[src/rtl/ibis_tmds_pkg.sv]
// rtl/ibis_tmds_pkg.sv - shared TMDS types, control tokens and decoder state encoding
package ibis_tmds_pkg;

  typedef logic [9:0] tmds_word_t;

  localparam tmds_word_t CTRL_TOKEN_00 = 10'b1101010100;
  localparam tmds_word_t CTRL_TOKEN_01 = 10'b0010101011;
  localparam tmds_word_t CTRL_TOKEN_10 = 10'b0101010100;
  localparam tmds_word_t CTRL_TOKEN_11 = 10'b1010101011;

  typedef enum logic [1:0] {
    ST_HUNT      = 2'b00,
    ST_SLIP_WAIT = 2'b01,
    ST_LOCKED    = 2'b10
  } dec_state_e;

endpackage

[src/rtl/ibis_tmds_word_decode.sv]
// rtl/ibis_tmds_word_decode.sv - combinational TMDS word classifier and 10b-to-8b data decoder
module ibis_tmds_word_decode
  import ibis_tmds_pkg::*;
(
  input  tmds_word_t  word,
  output logic        is_token,
  output logic [1:0]  token_value,
  output logic [7:0]  data
);

  logic [7:0] m;

  assign m = word[9] ? ~word[7:0] : word[7:0];

  always_comb begin
    is_token    = 1'b1;
    token_value = 2'b00;
    case (word)
      CTRL_TOKEN_00: token_value = 2'b00;
      CTRL_TOKEN_01: token_value = 2'b01;
      CTRL_TOKEN_10: token_value = 2'b10;
      CTRL_TOKEN_11: token_value = 2'b11;
      default:       is_token    = 1'b0;
    endcase
  end

  // bit 8 selects whether the encoder chained the byte with XOR or XNOR
  always_comb begin
    data    = 8'h00;
    data[0] = m[0];
    for (int i = 1; i < 8; i++) begin
      data[i] = word[8] ? (m[i] ^ m[i-1]) : ~(m[i] ^ m[i-1]);
    end
  end

endmodule

[src/rtl/ibis_tmds_decoder.sv]
// rtl/ibis_tmds_decoder.sv - per-lane TMDS word aligner and decoder with bit-slip hunting
module ibis_tmds_decoder
  import ibis_tmds_pkg::*;
#(
  parameter int LOCK_TOKENS  = 8,
  parameter int SLIP_TIMEOUT = 2048,
  parameter int SLIP_SETTLE  = 16,
  parameter int LOSS_TIMEOUT = 65536
) (
  input  logic       aclk,
  input  logic       areset,
  input  logic       enable,
  input  logic [9:0] in_parallel,
  output logic       bitslip,
  output logic       locked,
  output logic [7:0] data,
  output logic       data_enable,
  output logic [1:0] control,
  output logic [1:0] debug_state
);

  localparam int RUN_W    = (LOCK_TOKENS  > 1) ? $clog2(LOCK_TOKENS)  : 1;
  localparam int HUNT_W   = (SLIP_TIMEOUT > 1) ? $clog2(SLIP_TIMEOUT) : 1;
  localparam int SETTLE_W = (SLIP_SETTLE  > 1) ? $clog2(SLIP_SETTLE)  : 1;
  localparam int LOSS_W   = (LOSS_TIMEOUT > 1) ? $clog2(LOSS_TIMEOUT) : 1;

  logic       dec_is_token;
  logic [1:0] dec_token_value;
  logic [7:0] dec_data;

  ibis_tmds_word_decode u_word_decode (
    .word        (in_parallel),
    .is_token    (dec_is_token),
    .token_value (dec_token_value),
    .data        (dec_data)
  );

  logic       s1_tok_q;
  logic [1:0] s1_val_q;
  logic [7:0] s1_data_q;

  dec_state_e          state_q, state_d;
  logic [RUN_W-1:0]    run_q, run_d;
  logic [HUNT_W-1:0]   hunt_q, hunt_d;
  logic [SETTLE_W-1:0] settle_q, settle_d;
  logic [LOSS_W-1:0]   loss_q, loss_d;

  logic       bitslip_q, bitslip_d;
  logic [7:0] data_q, data_d;
  logic       de_q, de_d;
  logic [1:0] ctrl_q, ctrl_d;

  always_ff @(posedge aclk) begin
    if (areset) begin
      state_q  <= ST_HUNT;
      run_q    <= '0;
      hunt_q   <= '0;
      settle_q <= '0;
      loss_q   <= '0;
    end else if (enable) begin
      state_q  <= state_d;
      run_q    <= run_d;
      hunt_q   <= hunt_d;
      settle_q <= settle_d;
      loss_q   <= loss_d;
    end
  end

  // Every transition lands on its terminal count, so no timer can wrap
  always_comb begin
    state_d  = state_q;
    run_d    = run_q;
    hunt_d   = hunt_q;
    settle_d = settle_q;
    loss_d   = loss_q;
    case (state_q)
      ST_HUNT: begin
        run_d = s1_tok_q ? run_q + RUN_W'(1) : '0;
        if (s1_tok_q && (run_q == RUN_W'(LOCK_TOKENS - 1))) begin
          state_d = ST_LOCKED;
          run_d   = '0;
          hunt_d  = '0;
          loss_d  = '0;
        end else if (hunt_q == HUNT_W'(SLIP_TIMEOUT - 1)) begin
          state_d  = ST_SLIP_WAIT;
          run_d    = '0;
          hunt_d   = '0;
          settle_d = '0;
        end else begin
          hunt_d = hunt_q + HUNT_W'(1);
        end
      end
      ST_SLIP_WAIT: begin
        if (settle_q == SETTLE_W'(SLIP_SETTLE - 1)) begin
          state_d  = ST_HUNT;
          run_d    = '0;
          hunt_d   = '0;
          settle_d = '0;
        end else begin
          settle_d = settle_q + SETTLE_W'(1);
        end
      end
      ST_LOCKED: begin
        if (s1_tok_q) begin
          loss_d = '0;
        end else if (loss_q == LOSS_W'(LOSS_TIMEOUT - 1)) begin
          state_d = ST_HUNT;
          run_d   = '0;
          hunt_d  = '0;
          loss_d  = '0;
        end else begin
          loss_d = loss_q + LOSS_W'(1);
        end
      end
      default: state_d = ST_HUNT;
    endcase
  end

  always_comb begin
    bitslip_d = (state_q == ST_HUNT) && (state_d == ST_SLIP_WAIT);
    data_d    = 8'h00;
    de_d      = 1'b0;
    ctrl_d    = ctrl_q;
    if (state_q == ST_LOCKED) begin
      if (s1_tok_q) begin
        data_d = data_q;
        ctrl_d = s1_val_q;
      end else begin
        data_d = s1_data_q;
        de_d   = 1'b1;
      end
    end
  end

  always_ff @(posedge aclk) begin
    if (areset) begin
      s1_tok_q  <= 1'b0;
      s1_val_q  <= 2'b00;
      s1_data_q <= 8'h00;
      bitslip_q <= 1'b0;
      data_q    <= 8'h00;
      de_q      <= 1'b0;
      ctrl_q    <= 2'b00;
    end else if (enable) begin
      s1_tok_q  <= dec_is_token;
      s1_val_q  <= dec_token_value;
      s1_data_q <= dec_data;
      bitslip_q <= bitslip_d;
      data_q    <= data_d;
      de_q      <= de_d;
      ctrl_q    <= ctrl_d;
    end
  end

  assign bitslip     = bitslip_q;
  assign locked      = (state_q == ST_LOCKED);
  assign data        = data_q;
  assign data_enable = de_q;
  assign control     = ctrl_q;
  assign debug_state = state_q;

endmodule

[config.mk]
export PLATFORM = sky130hd
export DESIGN_NAME = ibis_tmds_decoder
export DESIGN_NICKNAME = d
export VERILOG_FILES = /design/src/rtl/ibis_tmds_pkg.sv /design/src/rtl/ibis_tmds_word_decode.sv /design/src/rtl/ibis_tmds_decoder.sv
export SDC_FILE = /design/constraint.sdc
export NUM_CORES = 1
export LEC_CHECK = 0
export ABC_CLOCK_PERIOD_IN_PS = 4600
export CAP_MARGIN = 10
export CORE_MARGIN = 1
export CORE_UTILIZATION = 55
export DETAILED_ROUTE_END_ITERATION = 7
export PLACE_DENSITY = 0.77
export SYNTH_ARGS = -nofsm -noshare
export SYNTH_HDL_FRONTEND = slang
export SYNTH_SLANG_ARGS = --single-unit
[constraint.sdc]
create_clock -name aclk -period 4.6 [get_ports aclk]
set_clock_uncertainty 0.1 [all_clocks]
set_input_delay 0.46 -clock aclk [delete_from_list [all_inputs] [get_ports aclk]]
set_output_delay 0.46 -clock aclk [all_outputs]
set_load 0.02 [all_outputs]
==> flow_summary.yaml <==
logic_synthesis:
  post_synth_main_area_contributors: "sky130_fd_sc_hd__dfxtp_1 (40%), sky130_fd_sc_hd__nor2_1 (7.3%), sky130_fd_sc_hd__ha_1 (6.4%)"
  netlist.top_cell.by_area: "sky130_fd_sc_hd__dfxtp_1"
  number_of_distinct_standard_cells_referenced_by_the_synthesized_netlist: 44
  postSynthNetCount: 369
  synth.top_cell.area_share_pct: 40.4
  syn-cell-area_sq_um: 2920
  postSynthAreaPerCell_sq_um: 8.57
  top_cells_by_count_synth: "sky130_fd_sc_hd__dfxtp_1 (59), sky130_fd_sc_hd__nor2_1 (57), sky130_fd_sc_hd__nand2_1 (22), sky130_fd_sc_hd__a21oi_1 (19), sky130_fd_sc_hd__xnor2_1 (19)"
  synth_edf_count: 0
  synth_sequential_area_ratio_pct: 40.4
  synth-seq-cells: 59
  ys_warn_count: 0
  most_used_dff_post_synth: "sky130_fd_sc_hd__dfxtp_1"
  synth_cells: 341
  synth.most_common_cell: "sky130_fd_sc_hd__dfxtp_1"
  synth-async-reset-ratio_pct: 0
clock_network:
  post_cts_resize_count: 0
  cts_inserted_buffers: 9
  cts_hold_buf: 0
  root_buffer: "sky130_fd_sc_hd__clkbuf_8"
  cts.clk_slew.worst_paths_ns: 0.06
  cts_setup_buffers: 0
  clock_insertion_delay_worst_skew_ns: 0.34
  cts_max_level: 3
  cts_tree: "yes"
  ctsLongestPathBuffers: 2
  count_of_clock_tree_sinks: 59
global_routing:
  grt_max_degree: 30
  globalRouteTotalUtil_pct: 24.6
  grt_overflow: 0
  grt_pass1_vias: 2330
  grt_antenna_before_repair: 0
  global_route_wire_length_before_repair_um: 10200
routing:
  routed_wire_length_per_instance_um: 13.7
  drt_first_iter_violations: 132
  post-route-drc-count: 0
  vias: 2429
  detailed_routing_iteration_count_for_the_pre_antenna_repair_pass: 4
  routed_wl_um: 6060
  vias_per_cell: 5.48
  detail-route-antenna-nets: 0
finish:
  layout.cells.non_filler: 443
  synthToLayoutAreaGrowth_pct: 18.4
  antenna_diode_count: 0
  layout_cells_sized_above_1_pct: 6.43
  nets: 396
  n_fill_cell: 435
  finish.utilization_pct: 67.8
timing:
  timing_hold_violations_final: 0
  period_minus_slack_ns: 2.50
  setup_tns_ns: 0
  post-route-worst-setup-slack_ns: 2.10
  max_freq_ghz: 0.400
  grt_setup_unrepaired: "false"
  final_number_of_setup_violating_endpoints: 0
  part_of_the_cycle_the_worst_path_needs_pct: 54.4
  max_slew_margin_pct: 35.0
  timing_worst_slew_pin_value_ns: 0.968
  drv_slew: 0
placed_design:
  place_ws_ns: 1.86
  placed_cells_incl_taps: 427
  gp_congestion: 0.758
  io_buffer_count: 27
  place_hpwl_um: 4350
worst_setup_path:
  worst-endpoint-required_ns: 4.77
  worst_ep_arrival_time_ns: 2.67
  reg2regPathDepth: 5
  critical_path_class: "flop to flop"
  reg2reg_slack_ns: 2.10
  critPathSlowestCell: "sky130_fd_sc_hd__nor3_1"
  cp_cell_sequence: "ha_1, clkinv_1, nor3_1, a22oi_1, nor2_1"
  critical_r2r_capture: "data[3]"
  endpoint_kind: "flop"
  highest_fanout_seen_on_the_critical_path: 9
  worst_r2r_startpoint: "debug_state[1]"
  cp_slowest_stage_delay_ns: 0.82
  worstSetupStartpointType: "flop"
min_path:
  hold_class: "flop to flop"
  whs_endpoint: "run_q[1]"
  worst_hold_startpoint: "run_q[1]"
  worstHoldPathCells: 2
pwr:
  peakVddDrop_v: 0.000211
  power.sequential.fraction_pct: 47.8
  p_leak_nw: 1.26
  netSwitchingFraction_pct: 22.7
  p_switching_uw: 250
  power.total_mw: 1.10
  cellPowerDensity_nw_per_um2: 319
  comb_power_share_pct: 6.0
  internal_power_uw: 853
  power.clock.fraction_pct: 46.2
die:
  start_util_pct: 57.2
  floorplan.die.width_um: 74.9
  floorplan.die_area_sq_um: 5610
  design.core.area_sq_um: 5110
  placementRows: 26
  die_height_um: 74.9
  boundaryPins: 28
run_status:
  status: "finished, final reports clean"
flow_run:
  max-cap-violations: 0
[critical path: cells and delay by family, from the launching register on]
family	cells	cell delay, ns
AO/OA/AOI/OAI	1	0.15
adder cells (fa/ha/maj)	1	0.40
buffers and inverters	1	0.34
AND/OR/NAND/NOR	2	0.98
flip-flops	1	0.45
[power groups by stage]
stage | registers [mW] | clock network [mW] | logic (mW)
6_report | 0.527 | 0.509 | 0.0667
5_1_grt | 0.528 | 0.544 | 0.0741
4_1_cts | 0.527 | 0.521 | 0.0671
3_5_place_dp | 0.538 | 0 | 0.0665
3_3_place_gp | 0.538 | 0 | 0.0646
2_1_floorplan | 0.536 | 0 | 0.0456
[sequential cells by signal, summed over array words and instances, names as in the netlist]
name,flops
loss_q,16
bitslip,1
run_q,3
settle_q,4
s1_val_q,2
control,2
data,8
s1_tok_q,1
data_enable,1
debug_state,2
s1_data_q,8
hunt_q,11
[metrics by stage]
| stage | hold slack, ns | area (sq um) |
|---|---|---|
| 3_5_place_dp | 0.353 | 3240 |
| 6_report | 0.362 | 3460 |
| 2_1_floorplan | 0.336 | 2920 |
| 3_3_place_gp | 0.346 | 3240 |
| 4_1_cts | 0.362 | 3460 |
| 5_1_grt | 0.406 | 3460 |
[cell families (layout without fill, tap and decap cells)]
group | count (synthesis) | after routing | share of synthesized area, %
DFF | 59 | 59 | 40.4
and+or+nand+nor | 140 | 140 | 24.0
AOI/OAI and AO/OA | 64 | 64 | 14.6
xor gates and xnor gates | 31 | 31 | 9.29
buffers and inverters | 27 | 59 | 3.55
adders and majority gates | 15 | 15 | 6.42
muxes | 5 | 5 | 1.71
[cell usage in the layout (no fill, tap or decap), types with 4 or more instances in the layout]
cell	n
sky130_fd_sc_hd__clkdlybuf4s50_1	27
sky130_fd_sc_hd__and3_1	7
sky130_fd_sc_hd__mux2i_1	5
sky130_fd_sc_hd__inv_1	12
sky130_fd_sc_hd__nand3_1	13
sky130_fd_sc_hd__xor2_1	12
sky130_fd_sc_hd__dfxtp_1	59
sky130_fd_sc_hd__nand2b_1	4
sky130_fd_sc_hd__nor2_1	57
sky130_fd_sc_hd__a211oi_1	10
sky130_fd_sc_hd__o21ai_0	8
sky130_fd_sc_hd__nand4b_1	6
sky130_fd_sc_hd__a21oi_1	19
sky130_fd_sc_hd__nor3_1	7
sky130_fd_sc_hd__ha_1	15
sky130_fd_sc_hd__nand4_1	10
sky130_fd_sc_hd__clkbuf_8	9
sky130_fd_sc_hd__nand2_1	22
sky130_fd_sc_hd__a22oi_1	9
sky130_fd_sc_hd__xnor2_1	19
[worst max-delay path by stage]
| stage | start | endpoint | slack (ns) |
|---|---|---|---|
| 5_1_grt | loss_q[0] | hunt_q[6] | 1.92 |
| 3_3_place_gp | enable | data[6] | 1.94 |
| 3_5_place_dp | enable | data[3] | 1.86 |
| 2_1_floorplan | debug_state[1] | loss_q[10] | 2.39 |
| 4_1_cts | enable | data[3] | 2.14 |
| 6_report | debug_state[1] | data[3] | 2.10 |
[layer usage]
layer	wire (um)	vias up	track usage [%]
met3	229	12	8.57
met2	2900	37	40.4
met1	2830	1117	29.7
met4	113	0	9.43
li1	-	1263	-
met5	0	-	0
[final cells by class]
type | instances | area [sq um] | area share (%)
clock buffers | 9 | 124 | 3.58
clock inverters | 7 | 92.6 | 2.68
inverters | 14 | 52.6 | 1.52
multi-input cells | 255 | 1640 | 47.3
flip-flops and latches | 59 | 1180 | 34.1
well taps | 70 | 87.6 | 2.53
repair buffers | 29 | 285 | 8.24
Power figures use the tool's default switching activity.
